File: src/rtl/tracker_pkg.sv
// Shared types for the colour-marker tracker.
// Coordinates, points, FSM states and the colour test.
package tracker_pkg;

  typedef logic [10:0] coord_t;
  typedef coord_t [1:0] point_t;

  localparam coord_t NOT_FOUND = 11'd2023;
  localparam point_t NOWHERE = {NOT_FOUND, NOT_FOUND};

  typedef enum logic [1:0] {
    S_IDLE    = 2'd0,
    S_ACCUM   = 2'd1,
    S_PUBLISH = 2'd2
  } state_t;

  function automatic logic colour_hit(
    input logic [7:0] r,
    input logic [7:0] g,
    input logic [7:0] b,
    input logic [7:0] r_min,
    input logic [7:0] g_max,
    input logic [7:0] b_max
  );
    return (r >= r_min) && (g <= g_max) && (b <= b_max);
  endfunction

endpackage

File: src/rtl/marker_run_filter.sv
// Horizontal run filter: a pixel qualifies only once it ends
// a run of at least RUN_MIN adjacent matches on one row.
module marker_run_filter
  import tracker_pkg::*;
#(
  parameter int RUN_MIN = 4
) (
  input  logic   i_clk,
  input  logic   i_rst,
  input  logic   i_valid,
  input  logic   i_match,
  input  coord_t i_x,
  input  coord_t i_y,
  output logic   o_qual
);

  localparam int CW = $clog2(RUN_MIN + 1);
  localparam logic [CW-1:0] RUN_MAX = CW'(RUN_MIN);
  localparam logic [CW-1:0] RUN_ONE = CW'(1);

  logic [CW-1:0] run_cnt;
  logic [CW-1:0] run_nxt;
  coord_t prev_x;
  coord_t prev_y;
  logic adjacent;

  assign adjacent = (i_y == prev_y) && (i_x == prev_x + 11'd1);

  always_comb begin
    run_nxt = run_cnt;
    if (i_valid) begin
      if (!i_match) begin
        run_nxt = '0;
      end else if (adjacent) begin
        run_nxt = (run_cnt >= RUN_MAX) ? RUN_MAX : run_cnt + RUN_ONE;
      end else begin
        run_nxt = RUN_ONE;
      end
    end
  end

  assign o_qual = i_valid && i_match && (run_nxt >= RUN_MAX);

  always_ff @(posedge i_clk) begin
    if (i_rst) begin
      run_cnt <= '0;
      prev_x  <= '1;
      prev_y  <= '1;
    end else begin
      run_cnt <= run_nxt;
      if (i_valid && i_match) begin
        prev_x <= i_x;
        prev_y <= i_y;
      end
    end
  end

endmodule

File: src/rtl/marker_tracker.sv
// Per-frame marker tracker: finds the extreme qualified pixels
// of each frame and publishes them with a one-cycle strobe.
module marker_tracker
  import tracker_pkg::*;
#(
  parameter logic [7:0] R_MIN      = 8'd160,
  parameter logic [7:0] G_MAX      = 8'd90,
  parameter logic [7:0] B_MAX      = 8'd90,
  parameter int         RUN_MIN    = 4,
  parameter int         MIN_PIXELS = 64
) (
  input  logic        i_clk,
  input  logic        i_rst,
  input  logic        i_enable,
  input  logic        i_valid,
  input  coord_t      i_x,
  input  coord_t      i_y,
  input  logic [7:0]  i_rgb [2:0],
  input  logic        i_frame_end,
  output coord_t      o_left [1:0],
  output coord_t      o_right [1:0],
  output coord_t      o_up [1:0],
  output coord_t      o_down [1:0],
  output logic [19:0] o_count,
  output logic        o_valid
);

  localparam logic [19:0] MIN_CNT = 20'(MIN_PIXELS);
  localparam logic [19:0] CNT_MAX = 20'hFFFFF;

  state_t state;

  logic   s1_valid;
  logic   s1_match;
  logic   s1_fe;
  coord_t s1_x;
  coord_t s1_y;
  logic   qual;

  point_t acc_l, acc_r, acc_u, acc_d;
  point_t l_n, r_n, u_n, d_n;
  logic [19:0] cnt, cnt_n;
  point_t pub_l, pub_r, pub_u, pub_d;
  point_t pix;
  logic   clr;
  logic   take;

  always_ff @(posedge i_clk) begin
    if (i_rst) begin
      s1_valid <= 1'b0;
      s1_match <= 1'b0;
      s1_fe    <= 1'b0;
      s1_x     <= '0;
      s1_y     <= '0;
    end else begin
      s1_valid <= i_valid;
      s1_match <= i_valid &&
        colour_hit(i_rgb[0], i_rgb[1], i_rgb[2], R_MIN, G_MAX, B_MAX);
      s1_fe    <= i_frame_end;
      s1_x     <= i_x;
      s1_y     <= i_y;
    end
  end

  marker_run_filter #(
    .RUN_MIN (RUN_MIN)
  ) u_run (
    .i_clk   (i_clk),
    .i_rst   (i_rst),
    .i_valid (s1_valid),
    .i_match (s1_match),
    .i_x     (s1_x),
    .i_y     (s1_y),
    .o_qual  (qual)
  );

  assign pix = {s1_y, s1_x};

  // Publish restarts the accumulators but still takes the next frame's pixel.
  always_comb begin
    clr   = (state != S_ACCUM);
    take  = qual && ((state == S_ACCUM) ||
                     ((state == S_PUBLISH) && i_enable));
    l_n   = clr ? NOWHERE : acc_l;
    r_n   = clr ? NOWHERE : acc_r;
    u_n   = clr ? NOWHERE : acc_u;
    d_n   = clr ? NOWHERE : acc_d;
    cnt_n = clr ? '0 : cnt;
    if (take) begin
      if (cnt_n == '0) begin
        l_n = pix;
        r_n = pix;
        u_n = pix;
        d_n = pix;
      end else begin
        if (pix[0] < l_n[0]) l_n = pix;
        if (pix[0] > r_n[0]) r_n = pix;
        if (pix[1] < u_n[1]) u_n = pix;
        if (pix[1] > d_n[1]) d_n = pix;
      end
      if (cnt_n != CNT_MAX) cnt_n = cnt_n + 20'd1;
    end
  end

  always_ff @(posedge i_clk) begin
    if (i_rst) begin
      state   <= S_IDLE;
      acc_l   <= NOWHERE;
      acc_r   <= NOWHERE;
      acc_u   <= NOWHERE;
      acc_d   <= NOWHERE;
      cnt     <= '0;
      pub_l   <= NOWHERE;
      pub_r   <= NOWHERE;
      pub_u   <= NOWHERE;
      pub_d   <= NOWHERE;
      o_count <= '0;
      o_valid <= 1'b0;
    end else begin
      acc_l   <= l_n;
      acc_r   <= r_n;
      acc_u   <= u_n;
      acc_d   <= d_n;
      cnt     <= cnt_n;
      o_valid <= 1'b0;
      unique case (state)
        S_IDLE: begin
          if (s1_fe && i_enable) state <= S_ACCUM;
        end
        S_ACCUM: begin
          if (s1_fe) state <= S_PUBLISH;
        end
        S_PUBLISH: begin
          state   <= i_enable ? S_ACCUM : S_IDLE;
          o_valid <= 1'b1;
          o_count <= cnt;
          if (cnt >= MIN_CNT) begin
            pub_l <= acc_l;
            pub_r <= acc_r;
            pub_u <= acc_u;
            pub_d <= acc_d;
          end else begin
            pub_l <= NOWHERE;
            pub_r <= NOWHERE;
            pub_u <= NOWHERE;
            pub_d <= NOWHERE;
          end
        end
        default: state <= S_IDLE;
      endcase
    end
  end

  assign o_left[0]  = pub_l[0];
  assign o_left[1]  = pub_l[1];
  assign o_right[0] = pub_r[0];
  assign o_right[1] = pub_r[1];
  assign o_up[0]    = pub_u[0];
  assign o_up[1]    = pub_u[1];
  assign o_down[0]  = pub_d[0];
  assign o_down[1]  = pub_d[1];

endmodule

File: config.mk
export PLATFORM = sky130hd
export DESIGN_NAME = marker_tracker
export DESIGN_NICKNAME = d
export VERILOG_FILES = /design/src/rtl/tracker_pkg.sv /design/src/rtl/marker_run_filter.sv /design/src/rtl/marker_tracker.sv
export SDC_FILE = /design/constraint.sdc
export NUM_CORES = 1
export LEC_CHECK = 0
export CORE_MARGIN = 4
export CORE_UTILIZATION = 50
export CTS_CLUSTER_DIAMETER = 150
export DETAILED_ROUTE_END_ITERATION = 16
export MAX_ROUTING_LAYER = met4
export PLACE_DENSITY = 0.76
export SLEW_MARGIN = 10
export SYNTH_ARGS = -nofsm -noshare
export SYNTH_HDL_FRONTEND = slang
export SYNTH_SLANG_ARGS = --single-unit
export TNS_END_PERCENT = 20
File: constraint.sdc
create_clock -name i_clk -period 2.82 [get_ports i_clk]
set_input_delay 0.705 -clock i_clk [delete_from_list [all_inputs] [get_ports i_clk]]
set_output_delay 0.705 -clock i_clk [all_outputs]
set_load 0.05 [all_outputs]
==> Yosys cells after proc, flatten, opt, wreduce, memory -nomap -nowiden <==
Index checks and enable logic that the tools add are counted.
{ "word_totals": {"reg_bits": 269, "output_inout_bits": 109, "input_bits": 51} }
{ "classes": {"muxes": 32, "n_addsub": 3, "reduce_logical": 13, "n_eq_ne": 8, "n_lt_le_gt_ge": 10} }
{ "ops": {"columns": ["operator", "count"], "rows": [
  ["$mux W22", 20],
  ["$mux W20", 3],
  ["$eq A11 B11 Y1", 2],
  ["$gt A11 B11 Y1", 2],
  ["$lt A11 B11 Y1", 2],
  ["$add A20 B1 Y20 const B", 1],
  ["$ge A20 B7 Y1 const B", 1],
  ["$logic_not A20 Y1", 1],
  ["$ne A20 B20 Y1 const B", 1],
  ["$le A8 B7 Y1 const B", 2],
  ["$mux W3", 4],
  ["$add A11 B1 Y11 const B", 1],
  ["$logic_and A1 B1 Y1", 9],
  ["$ge A8 B8 Y1 const B", 1],
  ["$ge A3 B3 Y1 const B", 2],
  ["$pmux W2 S3", 1],
  ["$mux W2", 2],
  ["$ne A2 B2 Y1 const B", 2],
  ["$add A3 B1 Y3 const B", 1],
  ["$eq A2 B1 Y1 const B", 1],
  ["$eq A2 B2 Y1 const B", 1],
  ["$logic_not A2 Y1", 1],
  ["$mux W1", 2],
  ["$ne A2 B1 Y1 const B", 1],
  ["other kinds (2)", 2]
]} }

==> Depth between registers and ports, before layout <==
{ "depth": {"ltp_word": 10, "mapped_depth": 15} }

==> Cells and area by module <==
Synthesis repeated with hierarchy kept, for this count alone.
{ "hier_totals": {"cells_unflattened": 1341, "area_unflattened_um2": 11802.6} }
{ "by_module_without_submodules": {"columns": ["mod", "cells_per_inst", "area_each_um2", "n_inst", "seq_area_each_um2"], "rows": [
  ["marker_tracker", 1178, 10312.4, 1, 4884.7],
  ["marker_run_filter", 163, 1490.2, 1, 500.5]
]} }

==> Worst setup path before layout <==
OpenSTA, ideal clock, no wires.
{ "synth_timing": {"path_kind": "register -> register", "from": "reg state[1]", "to": "reg acc_d[3] in the netlist's numbering", "path_slack_ps": -266, "required_ps": 2748, "path_buffers": 5, "stages_incl_launch_ff": 15, "period_less_slack_ps": 3086, "t_arrival_ps": 3014, "cell_sequence": "dfxtp_1 nand2b_1 clkbuf_1 clkbuf_1 buf_1 nor2_1 ha_1 a2111oi_0 a21oi_1 a211o_1 a21oi_1 or2_1 clkbuf_1 buf_6 mux2i_1"} }
{ "synth_between": {"elab_chain_len": 6, "elab_cells_between_ends": 13, "cone_classes": "1 x order compare; 3 x eq/ne; 5 x mux; 4 x reduce/logical"} }
{ "synth_rtl": {"columns": ["item", "line_no", "rtl"], "rows": [
  ["from (decl)", "marker_tracker.sv:31", "state_t state;"],
  ["from (signal assigned)", "marker_tracker.sv:134", "state <= i_enable ? S_ACCUM : S_IDLE;"],
  ["$ne A2 B1 Y1", "marker_tracker.sv:81", "clr = (state != S_ACCUM);"],
  ["$mux W22", "marker_tracker.sv:87", "d_n = clr ? NOWHERE : acc_d;"],
  ["$gt A11 B11 Y1", "marker_tracker.sv:99", "if (pix[1] > d_n[1]) d_n = pix;"],
  ["$mux W22", "marker_tracker.sv:99", null],
  ["$mux W22", "marker_tracker.sv:90", "if (cnt_n == '0) begin"],
  ["$mux W22 *", "marker_tracker.sv:89", "if (take) begin"],
  ["to (signal assigned)", "marker_tracker.sv:123", "acc_d <= d_n;"],
  ["to (decl)", "marker_tracker.sv:40", "point_t acc_l, acc_r, acc_u, acc_d;"]
]} }
Mark *: on every way between the ends. The rest lies on a longest branch, timed or not.
A chain may end at the register's enable or synchronous reset.

==> Worst setup path after layout <==
{ "layout_timing": {"from": "reg state[0]", "to": "reg acc_r[13] in the netlist's numbering"} }
{ "layout_between": {"elab_chain_len": 6, "elab_cells_between_ends": 13, "cone_classes": "1 x order compare; 3 x eq/ne; 5 x mux; 4 x reduce/logical"} }
{ "layout_rtl": {"columns": ["item", "line_no", "rtl"], "rows": [
  ["$ne A2 B1 Y1", "marker_tracker.sv:81", null],
  ["$mux W22", "marker_tracker.sv:85", "r_n = clr ? NOWHERE : acc_r;"],
  ["$gt A11 B11 Y1", "marker_tracker.sv:97", "if (pix[0] > r_n[0]) r_n = pix;"],
  ["$mux W22", "marker_tracker.sv:97", null],
  ["$mux W22", "marker_tracker.sv:90", null],
  ["$mux W22 *", "marker_tracker.sv:89", null],
  ["to (signal assigned)", "marker_tracker.sv:121", "acc_r <= r_n;"],
  ["to (decl)", "marker_tracker.sv:40", null]
]} }
Marked as above.

==> impl_metrics.prom <==
# TYPE chip_impl_metric gauge
chip_impl_metric{name="row_count",unit=""} 56
chip_impl_metric{name="share_of_the_clock_period_used_by_the_worst_path_after_layout",unit="%"} 96.79
chip_impl_metric{name="flow.area_growth_from_synthesis",unit="%"} 25.98
chip_impl_metric{name="antenna_found_initial",unit=""} 0
chip_impl_metric{name="cts_htree_levels",unit=""} 1
chip_impl_metric{name="area_of_the_die",unit="µm²"} 26630
chip_impl_metric{name="ys.warnings.count",unit=""} 0
chip_impl_metric{name="finalHoldWorstSlack",unit="ns"} 0.4494
chip_impl_metric{name="synthesis.area",unit="µm²"} 12040
chip_impl_metric{name="finClkSkew",unit="ns"} 0.01832
chip_impl_metric{name="drt-vias-per-instance",unit=""} 5.591
chip_impl_metric{name="antenna-diode-count",unit=""} 0
chip_impl_info{name="ys_dominant_reg_cell",value="sky130_fd_sc_hd__dfxtp_1"} 1
chip_impl_metric{name="pre_repair_dr_iteration_count",unit=""} 5
chip_impl_info{name="timing.hold.worst.class",value="register to register"} 1
chip_impl_metric{name="drt_first_iter_violations",unit=""} 814
chip_impl_metric{name="netlist-cell-type-count",unit=""} 61
chip_impl_info{name="cp-end-kind",value="register"} 1
chip_impl_metric{name="vias",unit=""} 10350
chip_impl_metric{name="clk-insertion-delay-late",unit="ns"} 0.54
chip_impl_metric{name="grt_max_degree",unit=""} 92
chip_impl_metric{name="fp.dieW",unit="µm"} 163.2
chip_impl_metric{name="p_leak",unit="nW"} 6.252
chip_impl_info{name="cts_root_buffer",value="sky130_fd_sc_hd__clkbuf_16"} 1
chip_impl_metric{name="area_taken_by_multi_input_logic_gates",unit="µm²"} 6259
chip_impl_metric{name="finish.net_count",unit=""} 1610
chip_impl_metric{name="number_of_cts_inserted_buffers",unit=""} 27
chip_impl_metric{name="first_pass_grt_wire_length",unit="mm"} 52.20
chip_impl_metric{name="final-hold-violation-count",unit=""} 0
chip_impl_metric{name="relSlewSlack",unit="%"} 47.42
chip_impl_metric{name="gr-usage-all-layers",unit="%"} 24.46
chip_impl_metric{name="grt_util_met3",unit="%"} 3.230
chip_impl_metric{name="globalplace.congestion",unit=""} 0.9124
chip_impl_metric{name="final_non_filler_cell_total",unit=""} 1852
chip_impl_metric{name="timing.setup.tns",unit="ns"} 0
chip_impl_info{name="grt_busiest_layer",value="met2"} 1
chip_impl_metric{name="layout-drive-gt1-share",unit="%"} 9.459
chip_impl_info{name="cts_tree",value="done"} 1
chip_impl_info{name="synth_top_area_cell",value="sky130_fd_sc_hd__dfxtp_1"} 1
chip_impl_metric{name="period_needed",unit="ns"} 2.729
chip_impl_metric{name="maxCapViolations",unit=""} 0
chip_impl_metric{name="irDropWorstVdd",unit="mV"} 0.4662
chip_impl_metric{name="power_per_cell_area",unit="nW/µm²"} 527.6
chip_impl_metric{name="worst-endpoint-arrival",unit="ns"} 3.19
chip_impl_metric{name="synth.net_count",unit=""} 1461
chip_impl_metric{name="clock_path_buffers",unit=""} 3
chip_impl_metric{name="drt_drc_violations_left",unit=""} 0
chip_impl_metric{name="timing_worst_slew_pin_value",unit="ns"} 0.7887
chip_impl_metric{name="initial_utilization",unit="%"} 50.99
chip_impl_metric{name="avgSynthCellArea",unit="µm²"} 8.834
chip_impl_metric{name="register_area",unit="µm²"} 5388
chip_impl_metric{name="cts_hold_repair.buffers",unit=""} 0
chip_impl_metric{name="ys_ff_latch",unit=""} 269
chip_impl_metric{name="grt.overflow.total",unit=""} 0
chip_impl_metric{name="portBuffers",unit=""} 154
chip_impl_metric{name="synth-edff-count",unit=""} 0
chip_impl_metric{name="synthesis.instances",unit=""} 1363
chip_impl_metric{name="critical_path_required",unit="ns"} 3.28
chip_impl_metric{name="core_area",unit="µm²"} 23610
chip_impl_metric{name="total_power",unit="mW"} 8.003
chip_impl_info{name="post_synth_main_area_contributors",value="sky130_fd_sc_hd__dfxtp_1 (45%), sky130_fd_sc_hd__mux2i_1 (7.2%), sky130_fd_sc_hd__nor3_1 (5.8%), sky130_fd_sc_hd__nor2_1 (5.2%), sky130_fd_sc_hd__ha_1 (4.9%)"} 1
chip_impl_metric{name="highest_clock_rate",unit="MHz"} 366.4
chip_impl_metric{name="numPlacedInstances",unit=""} 1801
chip_impl_metric{name="ant_nets",unit=""} 0
chip_impl_metric{name="timing.critical_path.fanout_max",unit=""} 21
chip_impl_metric{name="met1_usage",unit="%"} 32.60
chip_impl_metric{name="cts.sink_count",unit=""} 269
chip_impl_metric{name="final-max-slew-violation-count",unit=""} 0
chip_impl_metric{name="io_pins",unit=""} 160
chip_impl_metric{name="routed_wire_length",unit="mm"} 32.07
chip_impl_metric{name="avgRoutedWirePerCell",unit="µm"} 17.31
chip_impl_metric{name="yosysSeqAreaShare",unit="%"} 44.73
chip_impl_info{name="synthMostInstantiatedCell",value="sky130_fd_sc_hd__dfxtp_1"} 1
chip_impl_metric{name="die_height",unit="µm"} 163.2
chip_impl_metric{name="final.fill_count",unit=""} 2001
chip_impl_metric{name="grt_pass1_vias",unit=""} 10090
chip_impl_metric{name="asyncSetResetFlopFracSynth",unit="%"} 0
chip_impl_metric{name="post_cts_clock_slew_at_the_launch_and_capture_registers_of_the_worst_setup_and_hold_paths",unit="ns"} 0.06
chip_impl_info{name="outcome",value="complete, no violations"} 1
chip_impl_info{name="timing.critical_path.from_type",value="register"} 1
chip_impl_info{name="ys_top_cells_by_count",value="sky130_fd_sc_hd__dfxtp_1 (269), sky130_fd_sc_hd__nor2_1 (167), sky130_fd_sc_hd__nor3_1 (140), sky130_fd_sc_hd__nand2_1 (96), sky130_fd_sc_hd__mux2i_1 (87)"} 1
chip_impl_metric{name="setup_viol",unit=""} 0
chip_impl_metric{name="synthDominantCellAreaShare",unit="%"} 44.73
chip_impl_info{name="path_class",value="register to register"} 1
chip_impl_metric{name="post-dp-hpwl",unit="mm"} 22.26
chip_impl_metric{name="groute.layer.met2.usage",unit="%"} 39.49
## metrics by stage
step                      util, %  cell area, µm²  setup slack [ns]
after global routing        64.24           15170          -0.01257
after CTS                   64.05           15120           0.05445
after detailed placement    60.05           14180           -0.1461
after global placement      60.05           14180          -0.03278
final                       64.24           15170           0.09059
after floorplan                 -           12060           0.01200
## what timing repair did
item,in CTS,in global routing
resized for setup,3,13
endpoints found under the setup margin,24,76
pin swaps,1,1
endpoints found under the hold margin,0,0
setup buffers,1,0
## critical path, stage by stage, from the launching register on
cell and delay [ns]:
sky130_fd_sc_hd__dfxtp_1 0.34, sky130_fd_sc_hd__buf_4 0.18, sky130_fd_sc_hd__nand2b_4 0.10, sky130_fd_sc_hd__buf_12 0.17, sky130_fd_sc_hd__buf_4 0.16, sky130_fd_sc_hd__nor2_1 0.10, sky130_fd_sc_hd__ha_1 0.24, sky130_fd_sc_hd__and4_1 0.18
sky130_fd_sc_hd__o211ai_1 0.10, sky130_fd_sc_hd__a21oi_1 0.06, sky130_fd_sc_hd__a211o_1 0.30, sky130_fd_sc_hd__a21oi_1 0.12, sky130_fd_sc_hd__or2_1 0.18, sky130_fd_sc_hd__buf_12 0.19, sky130_fd_sc_hd__mux2i_1 0.23
## layer usage
metal,wire [µm],part of all wire (%)
met5,0,0
met4,827,2.6
met3,1470,4.6
met2,15140,47
met1,14620,46
## logic make-up (layout without fill, tap and decap cells)
logic type / after synthesis / after routing / synth area share [%]
AO/OA/AOI/OAI: 239 / 239 / 13.51
flip-flops: 269 / 269 / 44.73
buffers and inverters: 114 / 284 / 3.980
AND/OR/NAND/NOR: 582 / 582 / 23.81
adder cells (fa/ha/maj): 47 / 47 / 4.884
XOR/XNOR: 23 / 23 / 1.673
multiplexers: 89 / 89 / 7.420
## cells in the final DEF (no fill, tap or decap), drive strengths merged, types with 4 or more instances in the layout
cell type      count
and2               4
o211ai             8
or2               10
mux2i             87
xnor2              7
or4                6
nor2b             33
or4b               4
nand3             32
nand2b            14
o31ai              9
nand2             96
or3                9
a211oi             5
and3              22
o21bai            77
bufinv             5
clkinv             7
nor3             140
a21oi             73
inv               12
dfxtp            269
nand3b             8
o21ai             21
ha                47
clkdlybuf4s50    153
nand4             16
xor2              16
clkbuf            36
buf               70
nor4               9
nor2             168
a211o             27
and4               5
## sequential cells by signal (all words and copies together), names as in the netlist, 11 cells and up, named ones only
register	cells
o_count	20
s1_x	11
o_down	22
o_left	22
o_right	22
u_run.prev_x	11
acc_u	22
u_run.prev_y	11
s1_y	11
acc_r	22
acc_l	22
acc_d	22
o_up	22
cnt	20
## path summary, 6_finish.rpt
kind,to,cells past startpoint,slack (ns),from
hold / removal,o_up[15]$_SDFFE_PP0P_,2,0.45,o_up[15]$_SDFFE_PP0P_
setup reg to reg,acc_r[13]$_SDFF_PP1_,14,0.09,state[0]$_SDFFE_PP0P_
setup / recovery,acc_r[13]$_SDFF_PP1_,14,0.09,state[0]$_SDFFE_PP0P_
hold reg to reg,o_up[15]$_SDFFE_PP0P_,2,0.45,o_up[15]$_SDFFE_PP0P_
## final cells by class
| type | instances | share of cell area (%) |
|---|---|---|
| multi-input cells | 980 | 41.26 |
| flip-flops and latches | 269 | 35.52 |
| repair buffers | 223 | 14.25 |
| clock buffers | 36 | 4.743 |
| well taps | 319 | 2.631 |
| clock inverters | 14 | 1.328 |
| inverters | 11 | 0.2722 |
## report_power, final
part,switching (mW),total (mW),leakage (nW),internal (mW)
clock network,1.49,3.75,0.452,2.25
registers,0.0293,3.85,2.18,3.82
logic,0.229,0.407,3.62,0.177
No activity file was read; power rests on OpenSTA's default activity.
